--- src/rtl/apb_pkg.sv ---
// apb_pkg: shared types and helpers for the APB master bridge.
//   - apb_state_e : bridge FSM states
//   - SZ_*        : load/store size codes (funct3[1:0])
//   - gen_pstrb   : byte-lane strobes from size and address low bits
//   - gen_pwdata  : write-data lane replication from size
//   - is_aligned  : size/address alignment check (size 11 never aligned)
package apb_pkg;

  typedef enum logic [1:0] {IDLE, SETUP, ACCESS, ERR} apb_state_e;

  localparam logic [1:0] SZ_B = 2'b00;
  localparam logic [1:0] SZ_H = 2'b01;
  localparam logic [1:0] SZ_W = 2'b10;

  function automatic logic [3:0] gen_pstrb(input logic [1:0] size, input logic [1:0] addr_lo);
    case (size)
      SZ_B:    gen_pstrb = 4'b0001 << addr_lo;
      SZ_H:    gen_pstrb = addr_lo[1] ? 4'b1100 : 4'b0011;
      SZ_W:    gen_pstrb = 4'b1111;
      default: gen_pstrb = 4'b0000;
    endcase
  endfunction

  // Store data arrives right-aligned; replicating it across the lanes lets
  // the strobes alone pick the bytes the slave writes.
  function automatic logic [31:0] gen_pwdata(input logic [1:0] size, input logic [31:0] wdata);
    case (size)
      SZ_B:    gen_pwdata = {4{wdata[7:0]}};
      SZ_H:    gen_pwdata = {2{wdata[15:0]}};
      default: gen_pwdata = wdata;
    endcase
  endfunction

  function automatic logic is_aligned(input logic [1:0] size, input logic [1:0] addr_lo);
    case (size)
      SZ_B:    is_aligned = 1'b1;
      SZ_H:    is_aligned = ~addr_lo[0];
      SZ_W:    is_aligned = (addr_lo == 2'b00);
      default: is_aligned = 1'b0;
    endcase
  endfunction

endpackage

--- src/rtl/apb_addr_decoder.sv ---
// apb_addr_decoder: combinational slave decode of the peripheral window.
//   addr_hi : address bits above the per-slave span
//   hit     : address lands on an existing slave
//   idx     : slave index field
//   sel     : one-hot slave select (all zero on a miss)
module apb_addr_decoder
  import apb_pkg::*;
#(
  parameter int          NUM_SLV       = 4,
  parameter logic [31:0] BASE_ADDR     = 32'h1000_0000,
  parameter int          SLV_SPAN_LOG2 = 12,
  localparam int         IW            = (NUM_SLV > 1) ? $clog2(NUM_SLV) : 1
) (
  input  logic [31:SLV_SPAN_LOG2] addr_hi,
  output logic                    hit,
  output logic [IW-1:0]           idx,
  output logic [NUM_SLV-1:0]      sel
);

  logic tag_ok;

  assign idx    = addr_hi[SLV_SPAN_LOG2 +: IW];
  assign tag_ok = (addr_hi[31:SLV_SPAN_LOG2+IW] == BASE_ADDR[31:SLV_SPAN_LOG2+IW]);
  // Index codes past the last slave (non power-of-two NUM_SLV) are misses.
  assign hit    = tag_ok && (int'(idx) < NUM_SLV);

  for (genvar i = 0; i < NUM_SLV; i++) begin : g_sel
    assign sel[i] = hit && (idx == IW'(i));
  end

endmodule

--- src/rtl/apb_master_bridge.sv ---
// apb_master_bridge: APB4 master bridging the CPU transfer/ready bus to
// NUM_SLV slaves.
//   CPU side : transfer, busWe, busAddr, strb (funct3), busWData in;
//              busRData, ready (1-cycle pulse), busErr out.
//   APB side : PADDR, PWRITE, PWDATA, PSTRB, PSEL (one-hot), PENABLE out;
//              PRDATA (flattened, slave i at [32i+:32]), PREADY, PSLVERR in.
// Decode misses, misalignment, PSLVERR and PREADY timeouts all complete with
// ready=1 and busErr=1.
module apb_master_bridge
  import apb_pkg::*;
#(
  parameter int          NUM_SLV       = 4,
  parameter logic [31:0] BASE_ADDR     = 32'h1000_0000,
  parameter int          SLV_SPAN_LOG2 = 12,
  parameter int          TIMEOUT       = 16
) (
  input  logic                  clk,
  input  logic                  reset,
  input  logic                  transfer,
  input  logic                  busWe,
  input  logic [31:0]           busAddr,
  input  logic [2:0]            strb,
  input  logic [31:0]           busWData,
  output logic [31:0]           busRData,
  output logic                  ready,
  output logic                  busErr,
  output logic [31:0]           PADDR,
  output logic                  PWRITE,
  output logic [31:0]           PWDATA,
  output logic [3:0]            PSTRB,
  output logic [NUM_SLV-1:0]    PSEL,
  output logic                  PENABLE,
  input  logic [NUM_SLV*32-1:0] PRDATA,
  input  logic [NUM_SLV-1:0]    PREADY,
  input  logic [NUM_SLV-1:0]    PSLVERR
);

  localparam int          IW      = (NUM_SLV > 1) ? $clog2(NUM_SLV) : 1;
  localparam int          CW      = (TIMEOUT > 1) ? $clog2(TIMEOUT) : 1;
  localparam logic [CW-1:0] TO_LAST = CW'((TIMEOUT > 0) ? TIMEOUT - 1 : 0);

  apb_state_e         state;
  logic [CW-1:0]      cnt;
  logic               dec_hit;
  logic [IW-1:0]      unused_idx;
  logic [NUM_SLV-1:0] dec_sel;
  logic               unused_sign;
  logic [31:0]        rd_mux;
  logic               rdy_sel, err_sel, tmo, done;

  // Sign bit of funct3 only matters to the CPU's load extension.
  assign unused_sign = strb[2];

  apb_addr_decoder #(
    .NUM_SLV      (NUM_SLV),
    .BASE_ADDR    (BASE_ADDR),
    .SLV_SPAN_LOG2(SLV_SPAN_LOG2)
  ) u_dec (
    .addr_hi(busAddr[31:SLV_SPAN_LOG2]),
    .hit    (dec_hit),
    .idx    (unused_idx),
    .sel    (dec_sel)
  );

  // PSEL is held through ACCESS, so it doubles as the response mux select.
  always_comb begin
    rd_mux  = '0;
    rdy_sel = 1'b0;
    err_sel = 1'b0;
    for (int i = 0; i < NUM_SLV; i++) begin
      if (PSEL[i]) begin
        rd_mux  = rd_mux | PRDATA[32*i +: 32];
        rdy_sel = rdy_sel | PREADY[i];
        err_sel = err_sel | PSLVERR[i];
      end
    end
  end

  assign tmo  = (TIMEOUT > 0) && (state == ACCESS) && !rdy_sel && (cnt == TO_LAST);
  assign done = (state == ACCESS) && (rdy_sel || tmo);

  // Completion is reported in the same cycle PREADY is seen.
  always_comb begin
    ready    = 1'b0;
    busErr   = 1'b0;
    busRData = '0;
    if (state == ERR) begin
      ready  = 1'b1;
      busErr = 1'b1;
    end else if (done) begin
      ready  = 1'b1;
      busErr = tmo ? 1'b1 : err_sel;
      if (rdy_sel && !PWRITE) busRData = rd_mux;
    end
  end

  always_ff @(posedge clk or negedge reset) begin
    if (!reset) begin
      state   <= IDLE;
      cnt     <= '0;
      PADDR   <= '0;
      PWRITE  <= 1'b0;
      PWDATA  <= '0;
      PSTRB   <= '0;
      PSEL    <= '0;
      PENABLE <= 1'b0;
    end else begin
      case (state)
        IDLE: if (transfer) begin
          PADDR  <= busAddr;
          PWRITE <= busWe;
          PSTRB  <= busWe ? gen_pstrb(strb[1:0], busAddr[1:0]) : 4'b0000;
          PWDATA <= busWe ? gen_pwdata(strb[1:0], busWData) : 32'h0;
          cnt    <= '0;
          if (dec_hit && is_aligned(strb[1:0], busAddr[1:0])) begin
            PSEL  <= dec_sel;
            state <= SETUP;
          end else begin
            state <= ERR;
          end
        end
        SETUP: begin
          PENABLE <= 1'b1;
          state   <= ACCESS;
        end
        ACCESS: begin
          if (done) begin
            PSEL    <= '0;
            PENABLE <= 1'b0;
            cnt     <= '0;
            state   <= IDLE;
          end else begin
            cnt <= cnt + 1'b1;
          end
        end
        default: state <= IDLE;
      endcase
    end
  end

endmodule

--- config.mk ---
export PLATFORM = sky130hd
export DESIGN_NAME = apb_master_bridge
export DESIGN_NICKNAME = d
export VERILOG_FILES = /design/src/rtl/apb_pkg.sv /design/src/rtl/apb_addr_decoder.sv /design/src/rtl/apb_master_bridge.sv
export SDC_FILE = /design/constraint.sdc
export NUM_CORES = 1
export LEC_CHECK = 0
export CAP_MARGIN = 20
export CORE_MARGIN = 8
export CORE_UTILIZATION = 32
export CTS_BUF_LIST = sky130_fd_sc_hd__clkbuf_16
export DETAILED_ROUTE_END_ITERATION = 10
export PLACE_DENSITY = 0.81
export SLEW_MARGIN = 25
export SYNTH_ARGS = -nofsm -noshare
export SYNTH_HDL_FRONTEND = slang
export SYNTH_SLANG_ARGS = --single-unit
export TNS_END_PERCENT = 50
--- constraint.sdc ---
create_clock -name clk -period 1.8 [get_ports clk]
set_clock_uncertainty 0.1 [all_clocks]
set_input_delay 0.36 -clock clk [delete_from_list [all_inputs] [get_ports clk]]
set_output_delay 0.36 -clock clk [all_outputs]
set_load 0.05 [all_outputs]
==> summary.md, run 1 <==
| Metric | Value |
|---|---|
| Status | `finished with violations` |
| Failing checks | `negative setup slack` |
| Worst path required time | `1340 ps` |
| Initial antenna violation count | `7` |
| Final WL | `23900 um` |
| Detailed Route Iter0 Violations | `327` |
| Layout cells sized above 1 | `31.1%` |
| Max frequency | `427 MHz` |
| Mapped Cells | `506` |
| CTS tree | `built` |
| Drt first pass iters | `5` |
| Ys flop type | `dfrtp_1` |
| FF-to-FF path depth | `6` |
| Largest net degree at the start of global routing | `81` |
| Post-synthesis simple-gate area fraction | `19.1%` |
| Crit path launch type | `flip-flop` |
| Buf/Inv on CP | `2` |
| Post-synthesis mux area share | `5.10%` |
| R2r startpoint | `state[0]$_DFFE_PN0P_` |
| Hold crit path type | `in -> reg` |
| Pins over their slew limit | `0` |
| Wire per inst | `22.4 um` |
| Starting Density | `32.7%` |
| CTS Buf Count | `9` |
| Fraction of registers with async set/reset | `100%` |
| Vias | `5533` |
| PwrDens | `1240 mW/mm2` |
| Clock latency at the later pin of the worst-skew pair | `320 ps` |
| Worst rel slew slack | `62.8%` |
| Worst path slowest cell | `dfrtp_2` |
| Final min period | `2340 ps` |
| Setup slack, reg-to-reg | `10 ps` |
| Worst r2r dst | `PSEL[2]$_DFFE_PN0P_` |
| Layout Area Growth over Synthesis | `99.8%` |
| Port buffer count | `313` |
| Clock transition at the registers of the reported paths | `60 ps` |
| Worst Path Max Fanout | `7` |
| Crit end category | `primary output` |
| GP Congestion | `1.05` |
| Total number of yosys warnings | `0` |
| Maximum root-to-sink buffer count | `2` |
| CP peak stage delay | `420 ps` |
| Synth Cell Area | `0.00454 mm2` |
| Via density | `5.17` |
| Power Total | `11.3 mW` |
| CP Launch Point | `PSEL[0]$_DFFE_PN0P_` |
| Maximum capacitance violations | `0` |
| Synthesized Nets | `714` |
| Nets | `1087` |
| DRC | `0` |
| # setup viols final | `35` |
| First-pass GRT wire length | `34300 um` |
| Pleak | `3.87 nW` |
| Post-synth EDFFs | `0` |
| Final HPWL from detailed placement | `19100 um` |
| Crit path to | `busRData[6]` |
| Synth Area in Compound Gates | `26.4%` |
| Register area share after synthesis | `44.1%` |
| Synth Area in Adders | `0.276%` |
| Avg Inst Size Synth | `8.97 um2` |
| Number of distinct library cells after synthesis | `38` |
| Number of synthesized register bits | `80` |
| Global route overflow | `0` |
| Clock root buffer | `clkbuf_16` |
| Hold Violations, Final | `0` |
| Sink Count | `80` |
| IO Count | `315` |
| CP Depth | `6` |
| Largest family of logic cells by synthesized area | `compound AO/OA/AOI/OAI gates` |
| Worst Setup Slack post-DPL | `-606 ps` |
| Die W | `135 um` |
| Final WS setup | `-543 ps` |
| Data arrival, critical path | `1880 ps` |
| XOR/XNOR share of the synthesized area | `0%` |
| Die area | `0.0182 mm2` |
| VDD IR max | `1.05 mV` |
| Fill count | `1103` |
| Setup Buffers After CTS | `0` |
| H-tree depth | `3` |
| Gr usage total | `24.8%` |
| Die Ht | `135 um` |
| CP top delay family | `simple AND/OR/NAND/NOR gates` |
| WS Path Type | `reg -> out` |
| Num rows | `43` |
| Critical path cell sequence | `a22o_4 -> nor2_2 -> or3_4 -> clkbuf_16 -> a21oi_4 -> buf_6` |
| Antenna viol nets, final | `0` |
| Measured slew at the worst slew-check pin | `558 ps` |
| Unrepaired setup endpoints after global routing | `yes` |
| Core area | `0.0139 mm2` |
| Vias in the first global route | `5762` |
| Hold_ws | `304 ps` |
| Final cycle utilization of the critical path | `130%` |
[registers in the layout, indices dropped and copies added (netlist names)]
register  count
PWDATA       32
PSTRB         4
PWRITE        1
cnt           4
PADDR        32
PSEL          4
state         2
PENABLE       1
[cell type report]
class / count / area (um2) / area share, %
inverters: 4 / 15.0 / 0.166
diodes: 7 / 17.5 / 0.193
clock inverters: 6 / 85.1 / 0.938
repair buffers: 405 / 3890 / 42.9
multi-input cells: 379 / 2600 / 28.7
well taps: 180 / 225 / 2.48
flip-flops and latches: 80 / 2010 / 22.1
clock buffers: 9 / 225 / 2.48
[logic make-up after synthesis]
| family | after synthesis |
|---|---|
| AND/OR/NAND/NOR | 198 |
| AO/OA/AOI/OAI | 158 |
| flip-flops | 80 |
| buffers and inverters | 47 |
| multiplexers | 22 |
| adder cells (fa/ha/maj) | 1 |
[per-stage QoR]
| stage | TNS, ps | util [%] | area [um2] | cells |
|---|---|---|---|---|
| final | -16720 | 65.3 | 9070 | 1070 |
| after global routing | -18460 | 65.3 | 9070 | 1069 |
| after global placement | -22740 | 61.3 | 8520 | 1046 |
| after floorplan | -14680 | - | 4830 | 506 |
| after detailed placement | -24030 | 61.3 | 8520 | 1046 |
| after CTS | -16330 | 64.7 | 8990 | 1062 |
[worst min-delay path: stages]
cell	delay (ps)
dlygate4sd2_1	230
nand2_1	60
nand2_1	50
[power by group]
group	leakage (nW)	total, mW	internal [mW]	switching [mW]
Clock	0.149	1.90	1.20	0.701
Combinational	2.71	6.30	2.14	4.16
Sequential	1.02	3.08	2.60	0.481
Total	3.87	11.3	5.94	5.34
[layout by cell type (no fill, tap or decap), types with 4 or more instances in the layout]
cell type / synthesis / final
clkdlybuf4s50_1: 0 / 196
buf_4: 2 / 151
nand2_1: 142 / 140
dfrtp_1: 80 / 76
a22oi_1: 64 / 64
a21oi_4: 0 / 32
buf_6: 4 / 28
o31ai_1: 19 / 19
nor2b_1: 17 / 17
buf_12: 0 / 15
mux2i_1: 13 / 13
o21ai_0: 13 / 13
nor2_1: 12 / 12
nand3_1: 11 / 10
clkbuf_16: 0 / 10
a22o_1: 9 / 9
a21oi_1: 11 / 9
mux2_2: 9 / 9
dlygate4sd2_1: 0 / 8
diode_2: 0 / 7
buf_8: 0 / 5
dfrtp_2: 0 / 4
[worst min-delay path by stage]
stage / start / end / slack (ps) / depth (start not counted)
floorplan: reset / PADDR[0]$_DFFE_PN0P_ / -40 / 0
finish: busAddr[19] / PADDR[19]$_DFFE_PN0P_ / 300 / 3
global placement: reset / PWDATA[26]$_DFFE_PN0P_ / 320 / 2
CTS: busAddr[16] / PADDR[16]$_DFFE_PN0P_ / 290 / 3
global route: busAddr[16] / PADDR[16]$_DFFE_PN0P_ / 310 / 3
detailed placement: reset / PWDATA[26]$_DFFE_PN0P_ / 330 / 2
[Yosys cell counts (2+ instances only)]
library cell	number	area share [%]
a32o_1	3	0.66
buf_6	4	0.99
a21oi_1	11	1.2
nand2b_1	3	0.41
nand2_1	142	12
nand3_1	11	1.2
o31ai_1	19	3.1
nor4_1	3	0.41
inv_1	3	0.25
dfrtp_1	80	44
a22o_1	9	1.7
buf_4	2	0.33
clkbuf_1	25	2.1
nor2b_1	17	2.3
a21oi_2	30	5.8
mux2i_1	13	2.9
mux2_2	9	2.2
o21ai_1	2	0.22
nor3_1	2	0.22
buf_2	12	1.3
or2_2	2	0.28
nor2_1	12	0.99
a22o_4	2	0.77
a22oi_1	64	11
o21ai_0	13	1.4
[timing repair]
| item | in CTS | in global routing |
|---|---|---|
| hold endpoints to repair | 80 | 0 |
| hold buffers | 1 | 0 |
| setup endpoints to repair | 40 | 40 |
| pin swaps | 1 | 1 |
| cloned | 0 | 1 |
| gates resized for setup | 50 | 8 |
[routing by layer]
metal | wire [um] | GRT usage [%] | up-vias
met5 | 11 | 0 | -
met4 | 1580 | 15.5 | 2
met3 | 2460 | 10.5 | 87
met2 | 11800 | 42.4 | 289
met1 | 8090 | 24.4 | 2593
li1 | - | - | 2562
Note: power is estimated with default switching activity, not from simulation.
==> inputs of run 2 (changes only) <==
Settings changed: SLEW_MARGIN 25 to default.
==> results of run 2 <==
No change in the layout: final DEF, timing and power equal those of run 1.
